$ cat config.mk
export PLATFORM = sky130hd
export DESIGN_NAME = mem_arbiter
export DESIGN_NICKNAME = d
export VERILOG_FILES = /design/src/rtl/mem_arbiter.sv
export SDC_FILE = /design/constraint.sdc
export NUM_CORES = 1
export LEC_CHECK = 0
export ABC_AREA = 1
export CAP_MARGIN = 20
export CORE_MARGIN = 2
export CORE_UTILIZATION = 53
export DETAILED_ROUTE_END_ITERATION = 7
export DONT_BUFFER_PORTS = 1
export GPL_TIMING_DRIVEN = 0
export HOLD_SLACK_MARGIN = 0.08
export PLACE_DENSITY = 0.79
export SLEW_MARGIN = 40
export SYNTH_ARGS = -nofsm -noshare
export SYNTH_HDL_FRONTEND = slang
export SYNTH_SLANG_ARGS = --single-unit
$ cat constraint.sdc
create_clock -name clk -period 3.4 [get_ports clk]
set_input_delay 0.68 -clock clk [delete_from_list [all_inputs] [get_ports clk]]
set_output_delay 0.68 -clock clk [all_outputs]
set_load 0.005 [all_outputs]
$ cat src/rtl/mem_arbiter.sv
// Arbiter for one shared single-port memory between instruction fetch and the data stage.
// Data wins by default; fetch is forced through after MAX_DM_STREAK back-to-back data grants.
module mem_arbiter #(
   parameter int unsigned LATENCY       = 1,
   parameter int unsigned MAX_DM_STREAK = 2
) (
   input  logic        clk,
   input  logic        rst,
   input  logic        if_req,
   input  logic [31:0] if_addr,
   input  logic        dm_req,
   input  logic        dm_we,
   input  logic [31:0] dm_addr,
   input  logic [31:0] dm_wdata,
   input  logic [31:0] mem_rdata,
   output logic        mem_en,
   output logic        mem_we,
   output logic [31:0] mem_addr,
   output logic [31:0] mem_wdata,
   output logic        if_ack,
   output logic [31:0] if_rdata,
   output logic        dm_ack,
   output logic [31:0] dm_rdata,
   output logic        if_stall,
   output logic        dm_stall
);

   localparam int unsigned        StreakW   = $clog2(MAX_DM_STREAK + 2);
   localparam logic [StreakW-1:0] StreakMax = StreakW'(MAX_DM_STREAK);
   localparam logic [2:0]         CntInit   = 3'(LATENCY);

   typedef enum logic [1:0] {StIdle, StIssue, StWait, StResp} state_e;

   state_e             state_q;
   logic [2:0]         cnt_q;
   logic [StreakW-1:0] dm_streak_q;
   logic               gnt_dm_q;
   logic               gnt_we_q;
   logic               dm_win;

   // Fetch takes the slot only once data has had its full streak while fetch waited.
   assign dm_win   = dm_req & ~(if_req & (dm_streak_q == StreakMax));
   assign if_stall = if_req & ~if_ack;
   assign dm_stall = dm_req & ~dm_ack;

   always_ff @(posedge clk) begin
      if (rst) begin
         state_q     <= StIdle;
         cnt_q       <= '0;
         dm_streak_q <= '0;
         gnt_dm_q    <= 1'b0;
         gnt_we_q    <= 1'b0;
         mem_en      <= 1'b0;
         mem_we      <= 1'b0;
         mem_addr    <= '0;
         mem_wdata   <= '0;
         if_ack      <= 1'b0;
         dm_ack      <= 1'b0;
         if_rdata    <= '0;
         dm_rdata    <= '0;
      end else begin
         mem_en <= 1'b0;
         mem_we <= 1'b0;
         if_ack <= 1'b0;
         dm_ack <= 1'b0;
         unique case (state_q)
            StIdle: begin
               if (if_req || dm_req) begin
                  state_q   <= StIssue;
                  gnt_dm_q  <= dm_win;
                  gnt_we_q  <= dm_win & dm_we;
                  mem_en    <= 1'b1;
                  mem_we    <= dm_win & dm_we;
                  mem_addr  <= dm_win ? dm_addr : if_addr;
                  mem_wdata <= dm_wdata;
                  if (dm_win && if_req) begin
                     if (dm_streak_q != StreakMax) dm_streak_q <= dm_streak_q + 1'b1;
                  end else begin
                     dm_streak_q <= '0;
                  end
               end
            end
            StIssue: begin
               if (gnt_we_q) begin
                  state_q <= StResp;
                  dm_ack  <= 1'b1;
               end else begin
                  state_q <= StWait;
                  cnt_q   <= CntInit;
               end
            end
            StWait: begin
               cnt_q <= cnt_q - 3'd1;
               if (cnt_q == 3'd1) begin
                  state_q <= StResp;
                  if (gnt_dm_q) begin
                     dm_rdata <= mem_rdata;
                     dm_ack   <= 1'b1;
                  end else begin
                     if_rdata <= mem_rdata;
                     if_ack   <= 1'b1;
                  end
               end
            end
            StResp: state_q <= StIdle;
            default: state_q <= StIdle;
         endcase
      end
   end

endmodule

==> metrics.md <==
| Metric | Value |
|---|---|
| Setup slack of the most critical reg-to-reg path | `1.51 ns` |
| Wire length after detailed routing | `15.4 mm` |
| Utilization after layout | `61.3%` |
| Actual transition at the worst max-transition pin | `0.553 ns` |
| Worst Hold End | `dm_rdata[5]` |
| Fin crit share | `59.1%` |
| Number of nets in the finished design | `878` |
| Number of max-slew violations in the final report | `0` |
| Startpoint of the most critical hold path | `mem_rdata[5]` |
| CTS Buffer Depth | `2` |
| Synth Cell Area | `5460 µm²` |
| Starting density of the core | `53.8%` |
| Final setup skew | `0.0110 ns` |
| Net switching power of the design | `1.70 mW` |
| Post-route setup TNS | `0 ns` |
| Post-placement worst setup slack | `1.40 ns` |
| Sequential element share of the synthesized area | `51.7%` |
| Classification of the worst setup path | `input port to output port` |
| Non-filler instance count after layout | `887` |
| WL per Instance | `17.4 µm` |
| Proportion of netlist area held by the largest area contributor | `51.7%` |
| RSZ-0062 raised after global routing | `false` |
| GRT Overall Usage | `27.2%` |
| Worst slew margin | `63.2%` |
| TritonCTS sink count | `141` |
| Count of antenna-violating nets left after detailed routing | `0` |
| Wire length of the first global-routing pass | `24.0 mm` |
| Critical path fanouts, max | `10` |
| Gate Count Post-Synth | `719` |
| Detailed Routing Iterations Pass 1 | `8` |
| Switching Fraction | `32.5%` |
| Mapped Avg Cell Area | `7.59 µm²` |
| Vias in the first global route | `4921` |
| Pin count of the biggest net entering global routing | `17` |
| Leading area contributor after synthesis | `dfxtp_1` |
| Antenna cells | `0` |
| Static leakage | `2.53 nW` |
| Kind of end point of the critical path | `output port` |
| Cells on worst reg2reg path | `8` |
| Root cell of the clock tree | `clkbuf_8` |
| Peak supply drop | `348 µV` |
| Top library cells by usage in the layout, fill and taps aside | `nor2_1, dfxtp_1, o21ai_0` |
| Height of the die | `105 µm` |
| Proportion of layout cells with a drive suffix above 1 | `8.79%` |
| Sum of overflow across all layers after global routing | `0` |
| Die ar. | `11100 µm²` |
| Final Total Pwr | `5.23 mW` |
| Final-report hold violation count | `0` |
| Post-DP Area | `5630 µm²` |
| Share of power burned in the clock network | `35.0%` |
| Clock transition time at the flip-flop clock pins of the worst setup and hold paths | `0.06 ns` |
| Critical Path Start Type | `input port` |
| Crit. Startpoint | `dm_req` |
| Area added between synthesis and finish | `13.9%` |
| Arrival time of data at the critical path endpoint | `1.33 ns` |
| Most common cell after layout, fill and taps aside | `nor2_1` |
| Number of remaining DRC errors | `0` |
| CTS Hold Buffers Added | `0` |
| # rows | `37` |
| Biggest area contributors in the synthesized netlist | `dfxtp_1, nor2_1, o21ai_0` |
| Clock latency reported for the late side of the worst-skew pair | `0.52 ns` |
| Number of buffers inserted to repair setup after CTS | `0` |
| Antenna violations before repair | `0` |
| Tightest Hold Check Type | `input port to flop` |
| Synthesized net count | `859` |
| Total via count in the routed design | `5053` |
| Clock period minus final worst setup slack | `2.01 ns` |
| Required arrival time at the worst endpoint | `2.72 ns` |
| Number of distinct library cells after synthesis | `24` |
| I/O pin total | `267` |
| GPL Wtd Cong | `0.876` |
| WHS Path Cells | `2` |
| Maximum capacitance violations | `0` |
| Number of flip-flops and latches in the synthesized netlist | `141` |
| Highest clock frequency the design can meet | `498 MHz` |
| Launch point of the worst reg-to-reg path | `state_q[0]` |
| Number of violations reported at the end of detailed-routing iteration 0 | `307` |
| Final HPWL from detailed placement | `11.4 mm` |
| Min setup slack post-route | `1.39 ns` |
| Count of input and output buffers | `0` |
| H-tree Lvls | `4` |
| Total of warnings raised by yosys | `0` |
| Share of total power in combinational logic | `21.2%` |
| Final instance area | `6210 µm²` |
| Setup violators final | `0` |
| Internal portion of total power | `3.53 mW` |
| Areal power density over the cells | `842 nW/µm²` |
| Avg Vias per Cell | `5.70` |
| Post-CTS Resized | `0` |
| Width of the die | `105 µm` |
| Outcome | `completed` |
| Number of cells after detailed placement | `855` |
| CTS buffer count | `17` |
| Placeable Area | `10100 µm²` |
| CTS tree | `yes` |
| Hold slack final | `0.295 ns` |
| Register share of total power | `43.8%` |
| Endpoint of the worst-slack reg-to-reg timing path | `dm_rdata[24]` |
[sequential cells by signal (all words and copies together), names as in the netlist]
name and count:
mem_addr 32, state_q 2, mem_en 1, mem_wdata 32
dm_rdata 32, cnt_q 3, mem_we 1, gnt_dm_q 1
if_ack 1, dm_ack 1, if_rdata 32, gnt_we_q 1
dm_streak_q 2
[routing by layer]
metal / GRT usage, % / vias to the layer above / routed length (µm)
met1: 30.6 / 2337 / 5890
met3: 10.8 / 45 / 1640
li1: - / 2406 / -
met4: 13.4 / 0 / 461
met2: 44.6 / 265 / 7450
met5: 0 / - / 0
[power groups by stage]
| stage | clock (mW) | combinational (mW) | sequential (mW) |
|---|---|---|---|
| 2_1_floorplan | 0 | 0.865 | 2.23 |
| 3_3_place_gp | 0 | 1.03 | 2.31 |
| 3_5_place_dp | 0 | 1.10 | 2.32 |
| 4_1_cts | 1.86 | 1.11 | 2.29 |
| 5_1_grt | 1.94 | 1.27 | 2.32 |
| 6_report | 1.83 | 1.11 | 2.29 |
[how the worst max path moves through the flow]
stage | endpoint | cells after the start
after floorplan | dm_stall | 4
after global placement | dm_stall | 4
after detailed placement | dm_stall | 4
after CTS | dm_stall | 4
after global routing | dm_stall | 4
final | dm_stall | 4
[synth_stat cells (all sizes together)]
cell,number
nand4,1
ha,7
dfxtp,141
and2,1
o21a,1
buf,28
nand3,69
o21ai,103
clkbuf,25
nor2,171
or2,1
nand2,84
inv,16
nand3b,1
a21oi,70
[critical path, stage by stage]
cell    delay (ns)
buf_2         0.20
buf_2         0.27
inv_1         0.06
nor2_1        0.12
[final cells by class]
class	count	area [µm²]
fill	874	3930
sequential	141	2820
multi-input combinational	509	2310
clock buffer	20	425
buffer	53	259
tap	136	170
clock inverter	12	163
inverter	16	60.1
[cells by family after synthesis]
family,count (synthesis),share of synthesized area (%)
and+or+nand+nor,328,24.6
AOI/OAI and AO/OA,174,16.2
DFF,141,51.7
buffers and inverters,69,5.85
adders and majority gates,7,1.61
(Power assumes the default switching activity.)
